**config.mk**
```make
export PLATFORM = sky130hd
export DESIGN_NAME = jk_edge_monitor_flat
export DESIGN_NICKNAME = d
export VERILOG_FILES = /design/src/rtl/jk_edge_monitor_if.sv /design/src/rtl/jk_edge_monitor.sv /design/src/flat_wrapper.sv
export SDC_FILE = /design/constraint.sdc
export NUM_CORES = 1
export LEC_CHECK = 0
export BUFFER_PORTS_ARGS = -buffer_cell sky130_fd_sc_hd__buf_2
export CORE_AREA = 5 5 79 81
export DETAILED_ROUTE_END_ITERATION = 16
export DIE_AREA = 0 0 84 86
export SETUP_SLACK_MARGIN = 0.1
export SYNTH_ARGS = -nofsm -noshare
export SYNTH_HDL_FRONTEND = slang
export SYNTH_SLANG_ARGS = --single-unit
```
**constraint.sdc**
```tcl
create_clock -name CLK -period 1.9 [get_ports CLK]
set_clock_uncertainty 0.05 [all_clocks]
set_input_delay 0.19 -clock CLK [delete_from_list [all_inputs] [get_ports CLK]]
set_output_delay 0.19 -clock CLK [all_outputs]
set_load 0.02 [all_outputs]
```
**src/rtl/jk_edge_monitor_if.sv**
```systemverilog
// JK flip-flop edge monitor bus.
// Carries the sampled JK outputs, clear and all monitor results.
interface jk_edge_monitor_if #(
  parameter int CNT_W = 8
);
  logic             Q_IN;
  logic             Q_N_IN;
  logic             CLR;
  logic [CNT_W-1:0] RISE_CNT;
  logic [CNT_W-1:0] FALL_CNT;
  logic             RISE_P;
  logic             FALL_P;
  logic             TOGGLE_DET;
  logic             ERR;

  modport master (
    output Q_IN,
    output Q_N_IN,
    output CLR,
    input  RISE_CNT,
    input  FALL_CNT,
    input  RISE_P,
    input  FALL_P,
    input  TOGGLE_DET,
    input  ERR
  );

  modport slave (
    input  Q_IN,
    input  Q_N_IN,
    input  CLR,
    output RISE_CNT,
    output FALL_CNT,
    output RISE_P,
    output FALL_P,
    output TOGGLE_DET,
    output ERR
  );
endinterface

```
**src/rtl/jk_edge_monitor.sv**
```systemverilog
// JK flip-flop edge monitor: synchronizes Q/Q_N, counts edges,
// detects toggle mode and flags complement violations.
module jk_edge_monitor #(
  parameter int CNT_W    = 8,
  parameter int WIN      = 4,
  parameter int TOGGLE_N = 3
) (
  input logic              CLK,
  input logic              RST,
  jk_edge_monitor_if.slave bus
);
  localparam int GW = $clog2(WIN + 2);
  localparam int EW = $clog2(TOGGLE_N + 1);

  localparam logic [CNT_W-1:0] CNT_MAX = '1;
  localparam logic [GW-1:0] GAP_MAX = GW'(WIN + 1);
  localparam logic [GW-1:0] GAP_WIN = GW'(WIN);
  localparam logic [EW-1:0] EC_TGT = EW'(TOGGLE_N);
  localparam logic [EW-1:0] EC_ONE = EW'(1);

  typedef enum logic [1:0] {
    IDLE,
    TRACK,
    LOCKED
  } state_t;

  logic             r_q_s1;
  logic             r_q_s2;
  logic             r_q_s3;
  logic             r_qn_s1;
  logic             r_qn_s2;
  logic [1:0]       r_fill;
  logic             r_primed;
  logic             r_eq;
  logic             r_err;
  logic             r_rise_p;
  logic             r_fall_p;
  logic [CNT_W-1:0] r_rise_cnt;
  logic [CNT_W-1:0] r_fall_cnt;

  state_t           r_state;
  logic [GW-1:0]    r_gap;
  logic [EW-1:0]    r_ec;
  logic             r_tog;

  state_t           w_state_nx;
  logic [GW-1:0]    w_gap_nx;
  logic [EW-1:0]    w_ec_nx;
  logic [GW-1:0]    w_gap_inc;
  logic [EW-1:0]    w_ec_inc;
  logic             w_in_win;
  logic             w_s2_vld;
  logic             w_rise;
  logic             w_fall;
  logic             w_edge;
  logic             w_eq;

  // r_fill counts how far valid post-reset data has
  // propagated; s2 is trustworthy once it reaches 2.
  always_ff @(posedge CLK) begin
    if (RST) begin
      r_q_s1   <= 1'b0;
      r_q_s2   <= 1'b0;
      r_q_s3   <= 1'b0;
      r_qn_s1  <= 1'b0;
      r_qn_s2  <= 1'b0;
      r_fill   <= 2'd0;
      r_primed <= 1'b0;
    end else begin
      r_q_s1   <= bus.Q_IN;
      r_q_s2   <= r_q_s1;
      r_q_s3   <= r_q_s2;
      r_qn_s1  <= bus.Q_N_IN;
      r_qn_s2  <= r_qn_s1;
      if (r_fill != 2'd2) r_fill <= r_fill + 2'd1;
      r_primed <= (r_fill == 2'd2);
    end
  end

  assign w_s2_vld = (r_fill == 2'd2);
  assign w_rise   = r_primed & r_q_s2 & ~r_q_s3;
  assign w_fall   = r_primed & ~r_q_s2 & r_q_s3;
  assign w_edge   = w_rise | w_fall;
  assign w_eq     = w_s2_vld & (r_q_s2 == r_qn_s2);

  always_ff @(posedge CLK) begin
    if (RST) begin
      r_rise_p   <= 1'b0;
      r_fall_p   <= 1'b0;
      r_rise_cnt <= '0;
      r_fall_cnt <= '0;
      r_eq       <= 1'b0;
      r_err      <= 1'b0;
    end else begin
      r_rise_p <= w_rise;
      r_fall_p <= w_fall;
      r_eq     <= w_eq;
      if (bus.CLR) begin
        r_rise_cnt <= '0;
        r_fall_cnt <= '0;
        r_err      <= 1'b0;
      end else begin
        if (w_rise && r_rise_cnt != CNT_MAX)
          r_rise_cnt <= r_rise_cnt + 1'b1;
        if (w_fall && r_fall_cnt != CNT_MAX)
          r_fall_cnt <= r_fall_cnt + 1'b1;
        // one equal cycle is tolerated as switching skew
        if (w_eq && r_eq) r_err <= 1'b1;
      end
    end
  end

  assign w_gap_inc = (r_gap == GAP_MAX) ? r_gap : r_gap + 1'b1;
  assign w_ec_inc  = r_ec + 1'b1;
  assign w_in_win  = (r_gap <= GAP_WIN);

  always_comb begin
    w_state_nx = r_state;
    w_gap_nx   = w_gap_inc;
    w_ec_nx    = r_ec;
    unique case (1'b1)
      (r_state == IDLE): begin
        if (w_edge) begin
          w_gap_nx   = '0;
          w_ec_nx    = EC_ONE;
          w_state_nx = (EC_ONE >= EC_TGT) ? LOCKED : TRACK;
        end
      end
      (r_state == TRACK): begin
        if (w_edge) begin
          w_gap_nx = '0;
          if (w_in_win) begin
            w_ec_nx = w_ec_inc;
            if (w_ec_inc >= EC_TGT) w_state_nx = LOCKED;
          end else begin
            w_ec_nx = EC_ONE;
          end
        end else if (!w_in_win) begin
          w_state_nx = IDLE;
          w_ec_nx    = '0;
        end
      end
      (r_state == LOCKED): begin
        if (w_edge) begin
          w_gap_nx = '0;
        end else if (!w_in_win) begin
          w_state_nx = IDLE;
          w_ec_nx    = '0;
        end
      end
      default: begin
        w_state_nx = IDLE;
        w_gap_nx   = '0;
        w_ec_nx    = '0;
      end
    endcase
  end

  always_ff @(posedge CLK) begin
    if (RST) begin
      r_state <= IDLE;
      r_gap   <= '0;
      r_ec    <= '0;
      r_tog   <= 1'b0;
    end else begin
      r_state <= w_state_nx;
      r_gap   <= w_gap_nx;
      r_ec    <= w_ec_nx;
      r_tog   <= (w_state_nx == LOCKED);
    end
  end

  assign bus.RISE_CNT   = r_rise_cnt;
  assign bus.FALL_CNT   = r_fall_cnt;
  assign bus.RISE_P     = r_rise_p;
  assign bus.FALL_P     = r_fall_p;
  assign bus.TOGGLE_DET = r_tog;
  assign bus.ERR        = r_err;
endmodule

```
**src/flat_wrapper.sv**
```systemverilog
// flat-port wrapper written by rule: the top's interface ports become plain ports
module jk_edge_monitor_flat 
#(
  parameter int CNT_W    = 8,
  parameter int WIN      = 4,
  parameter int TOGGLE_N = 3
)
  (CLK, RST, bus_Q_IN, bus_Q_N_IN, bus_CLR, bus_RISE_CNT, bus_FALL_CNT, bus_RISE_P, bus_FALL_P, bus_TOGGLE_DET, bus_ERR);
  jk_edge_monitor_if #(.CNT_W(CNT_W)) bus_i ();
  input logic CLK;
  input logic RST;
  input wire logic [$bits(bus_i.Q_IN)-1:0] bus_Q_IN;
  input wire logic [$bits(bus_i.Q_N_IN)-1:0] bus_Q_N_IN;
  input wire logic [$bits(bus_i.CLR)-1:0] bus_CLR;
  output wire logic [$bits(bus_i.RISE_CNT)-1:0] bus_RISE_CNT;
  output wire logic [$bits(bus_i.FALL_CNT)-1:0] bus_FALL_CNT;
  output wire logic [$bits(bus_i.RISE_P)-1:0] bus_RISE_P;
  output wire logic [$bits(bus_i.FALL_P)-1:0] bus_FALL_P;
  output wire logic [$bits(bus_i.TOGGLE_DET)-1:0] bus_TOGGLE_DET;
  output wire logic [$bits(bus_i.ERR)-1:0] bus_ERR;
  assign bus_i.Q_IN = bus_Q_IN;
  assign bus_i.Q_N_IN = bus_Q_N_IN;
  assign bus_i.CLR = bus_CLR;
  assign bus_RISE_CNT = bus_i.RISE_CNT;
  assign bus_FALL_CNT = bus_i.FALL_CNT;
  assign bus_RISE_P = bus_i.RISE_P;
  assign bus_FALL_P = bus_i.FALL_P;
  assign bus_TOGGLE_DET = bus_i.TOGGLE_DET;
  assign bus_ERR = bus_i.ERR;
  jk_edge_monitor #(.CNT_W(CNT_W), .WIN(WIN), .TOGGLE_N(TOGGLE_N)) u_core (.CLK(CLK), .RST(RST), .bus(bus_i));
endmodule
```
Yosys cells after proc, flatten, opt, wreduce, memory -nomap -nowiden. Cells that the tools add are included. W data, S select, Z words.

Register bits after elaboration: 36. Output and inout bits: 20. Word-level logic and storage cells: 65.

Add/sub/neg operators: 5. $lt $le $gt $ge: 2. Equal/unequal tests: 11. Multiplexer cells: 13. Bitwise operators: 9. Reduce and logical (&&, ||, !) cells: 8.

Operators by type and width (count): $mux W2 (11); $add A8 B1 Y8 const B (2); $ne A8 B8 Y1 const B (2); $pmux W2 S3 (2); $eq A2 B2 Y1 const B (3); $reduce_or A3 Y1 (2); $and A1 B1 Y1 (5); $add A2 B1 Y2 const B (2); $ne A2 B2 Y1 const B (2); $add A3 B1 Y3 const B (1); $eq A3 B3 Y1 const B (1); $le A3 B3 Y1 const B (1); $logic_and A1 B1 Y1 (3); $not A1 Y1 (3); $eq A2 B1 Y1 const B (1); $ge A2 B2 Y1 const B (1); $logic_not A2 Y1 (1); $ne A2 B1 Y1 const B (1); $reduce_and A2 Y1 (1); $reduce_or A2 Y1 (1); $eq A1 B1 Y1 (1); $or A1 B1 Y1 (1).

Depth between registers and ports, before layout.
Word-level depth: 7. Depth in mapped cells: 6.

Worst setup path after synthesis. OpenSTA, ideal clock, no wires.

Path type: register to register. Start point: register u_core.r_rise_cnt[0] (netlist: u_core.bus.RISE_CNT[0]). End point: register u_core.r_rise_cnt[1] (netlist: u_core.bus.RISE_CNT[1]). Data arrival time: 1.446 ns. Data required time: 1.722 ns. Setup slack: 0.276 ns. Cell stages (with the launch flop): 6. Path buffers: 0. Period minus slack after synthesis: 1.624 ns. Cells stage by stage: dfxtp_1 -> ha_1 -> nand3_1 -> o21ai_0 -> mux2i_1 -> nor2_1.

Longest elaborated chain between the ends: 2.

Ends and longest elaborated chain: from (decl) (RTL line jk_edge_monitor.sv:38) `logic [CNT_W-1:0] r_rise_cnt;`; from (signal assigned) (RTL line jk_edge_monitor.sv:104) `r_rise_cnt <= r_rise_cnt + 1'b1;`; parallel branches: the longest is 2 deep, another holds $add A8 B1 Y8.

Parallel ways; which one is timed is not known. A chain may end at the register's enable or synchronous reset.

Worst setup path in the final report. Same ends and word-level chain as after synthesis.

==> results_dict.tcl <==
set metrics [dict create \
    layout.nets 215 \
    clkTransAtPathRegs_ns 0.07 \
    finalCoreUtilization 0.347 \
    endpoint_kind "register" \
    detail-route-antenna-nets 0 \
    cts_tree "done" \
    globalRouteOverflowTotal 0 \
    syn_nets 191 \
    drive_above_1_share 0.186 \
    setup_violations 0 \
    die_y_um 86 \
    p_per_area_nw_per_um2 823 \
    hold_ws_ns 0.0723 \
    fin_area_um2 1880 \
    grt_pass1_wl_um 5450 \
    cpPeakStageDelay_ns 0.43 \
    ys.flop_type "dfxtp_1" \
    firstDrtPassIters 4 \
    post-cts-setup-buffers 0 \
    synth_seq_area_share 0.451 \
    fin_crit_sh 0.868 \
    die_w_um 84 \
    crit_buf_inv 0 \
    hold_buffers 0 \
    pin_count 25 \
    hpwl_um 2210 \
    cp.required_ns 2.02 \
    rows 27 \
    track_usage 0.0937 \
    max_freq_ghz 0.606 \
    ys_warn_count 0 \
    outcome "finished clean" \
    grt_start_max_net_pins 18 \
    path_class "register to register" \
    crit_arrival_ns 1.77 \
    crit_chain "ha_1 > nand3_1 > o21ai_0 > mux2i_1 > nor2_1" \
    irDropWorstVdd_mv 0.343 \
    syn_area_um2 1600 \
    cp_top_family "compound AO/OA/AOI/OAI gates" \
    maxCapViolations 0 \
    tightest_slew_ns 0.466 \
    async_flop_share 0 \
    synth-seq-cells 36 \
    critPathMaxFanout 4 \
    vias 1278 \
    antenna_found_initial 0 \
    yosysUniqueCellTypes 39 \
    cts.sinks 36 \
    final.setup.tns_ns 0 \
    rsz0062_at_grt "false" \
    final_hold_viol_count 0 \
    area_growth_pct 17.5 \
    placed_cell_area_um2 1780 \
    drc 0 \
    power.leakage_uw 0.000745 \
    portBuffers 24 \
    clockBufferDepth 2 \
    maxSlewHeadroom 0.686 \
    wl_per_cell_um 11.4 \
    finalWirelength_um 3140 \
    design.core.area_um2 5410 \
    synth_cells 179 \
    slew_violations 0 \
    numCtsBuffers 5 \
    grt_pass1_vias 1205 \
    hold_class "primary input to register" \
    initial_core_util 0.295 \
    gp_congestion 0.798 \
    die_area_um2 7220 \
    slowest_stage "o21ai_0" \
    diodes 0 \
    cts-root-buf "clkbuf_8" \
    drt_iter0_drc 100 \
    clock_latency_ns 0.28 \
    start_kind "register" \
    synth_edf_count 0 \
    fin_crit_ns 1.65 \
    htreeDepth 2 \
    syn_area_per_cell_um2 8.92 \
    vias_per_cell 4.63 \
    cts_resized 0 \
]
==> cells in the mapped netlist (all sizes together), types with 2 or more instances <==
master | count | area share
ha | 7 | 0.055
nand2 | 13 | 0.032
clkbuf | 8 | 0.020
dfxtp | 36 | 0.45
nor2b | 7 | 0.027
nor2 | 22 | 0.052
a21oi | 10 | 0.031
or3 | 3 | 0.012
nand3 | 7 | 0.022
nand2b | 2 | 0.0078
o211ai | 3 | 0.014
xnor2 | 3 | 0.016
mux2i | 3 | 0.019
or4 | 2 | 0.0094
a41o | 2 | 0.013
nor3 | 3 | 0.0094
a31oi | 5 | 0.020
a211oi | 4 | 0.019
a2111oi | 2 | 0.015
o21ai | 6 | 0.019
xor2 | 7 | 0.043
inv | 8 | 0.019
nand3b | 3 | 0.014
and3 | 2 | 0.0078
==> stage by stage <==
step	setup WS, ns	total power (uW)	cells
6_report	0.251	1540	276
5_1_grt	0.127	1640	276
4_1_cts	0.251	1580	276
3_5_place_dp	0.283	1010	268
3_3_place_gp	0.308	1000	268
2_1_floorplan	0.276	979	179
==> metal layers <==
metal  track usage  vias up  wire length (um)
met1         0.115      568              1570
met5             0        -                 0
li1              -      673                 -
met2         0.140       33              1370
met4        0.0556        0                45
met3        0.0346        4               160
==> report_power, final <==
part | switching [uW] | internal (uW)
logic | 82.2 | 71.0
registers | 37.1 | 800
clock network | 265 | 289
==> kinds of logic (layout without fill, tap and decap cells) <==
| logic type | count (synthesis) | count (layout) | share of synthesized area |
|---|---|---|---|
| adder cells (fa/ha/maj) | 7 | 7 | 0.0549 |
| multiplexers | 3 | 3 | 0.0188 |
| buffers and inverters | 16 | 41 | 0.0384 |
| AO/OA/AOI/OAI | 36 | 36 | 0.151 |
| flip-flops | 36 | 36 | 0.451 |
| AND/OR/NAND/NOR | 71 | 71 | 0.226 |
| XOR/XNOR | 10 | 10 | 0.0596 |
==> cells in the final DEF, fill, tap and decap left out, drive strengths merged, types with 2 or more instances in the layout <==
master	n
a41o	2
xor2	7
nand2b	2
a211oi	4
or4	2
a31oi	5
xnor2	3
a2111oi	2
a21oi	10
clkbuf	6
nand2	13
buf	25
and3	2
inv	8
or3	3
nor2b	7
nor2	22
o21ai	6
nand3	7
mux2i	3
clkinv	2
nand3b	3
dfxtp	36
ha	7
o211ai	3
nor3	3
==> registers in the layout, summed over array words and instances, names as in the netlist <==
register	flops
u_core.bus.RISE_CNT	8
u_core.r_eq	1
u_core.r_qn_s2	1
u_core.bus.TOGGLE_DET	1
u_core.r_q_s2	1
u_core.r_ec	2
u_core.r_gap	3
u_core.r_qn_s1	1
u_core.bus.FALL_P	1
u_core.bus.FALL_CNT	8
u_core.bus.ERR	1
u_core.r_q_s1	1
u_core.r_fill	2
u_core.r_state	2
u_core.bus.RISE_P	1
u_core.r_primed	1
u_core.r_q_s3	1
==> final timing paths <==
| kind | from | endpoint | slack (ns) | depth (start not counted) |
|---|---|---|---|---|
| setup / recovery | u_core.bus.RISE_CNT[0]$_SDFFE_PP0P_ | u_core.bus.RISE_CNT[1]$_SDFFE_PP0P_ | 0.25 | 5 |
| hold / removal | bus_Q_N_IN | u_core.r_qn_s1$_SDFF_PP0_ | 0.07 | 2 |
| setup reg to reg | u_core.bus.RISE_CNT[0]$_SDFFE_PP0P_ | u_core.bus.RISE_CNT[1]$_SDFFE_PP0P_ | 0.25 | 5 |
| hold reg to reg | u_core.r_qn_s1$_SDFF_PP0_ | u_core.r_qn_s2$_SDFF_PP0_ | 0.39 | 1 |
==> worst register-to-register path: stages (launching register included) <==
cell and delay, ns:
dfxtp_1 0.39, ha_1 0.23, nand3_1 0.16, o21ai_0 0.43
mux2i_1 0.24, nor2_1 0.05
==> layout make-up <==
class / count / area (um2)
Inverter: 8 / 30.0
Sequential cell: 36 / 721
Timing Repair Buffer: 25 / 128
Tap cell: 72 / 90.1
Fill cell: 593 / 3530
Clock inverter: 2 / 10.0
Clock buffer: 6 / 82.6
Multi-Input combinational cell: 127 / 815
Power figures use the tool's default switching activity.
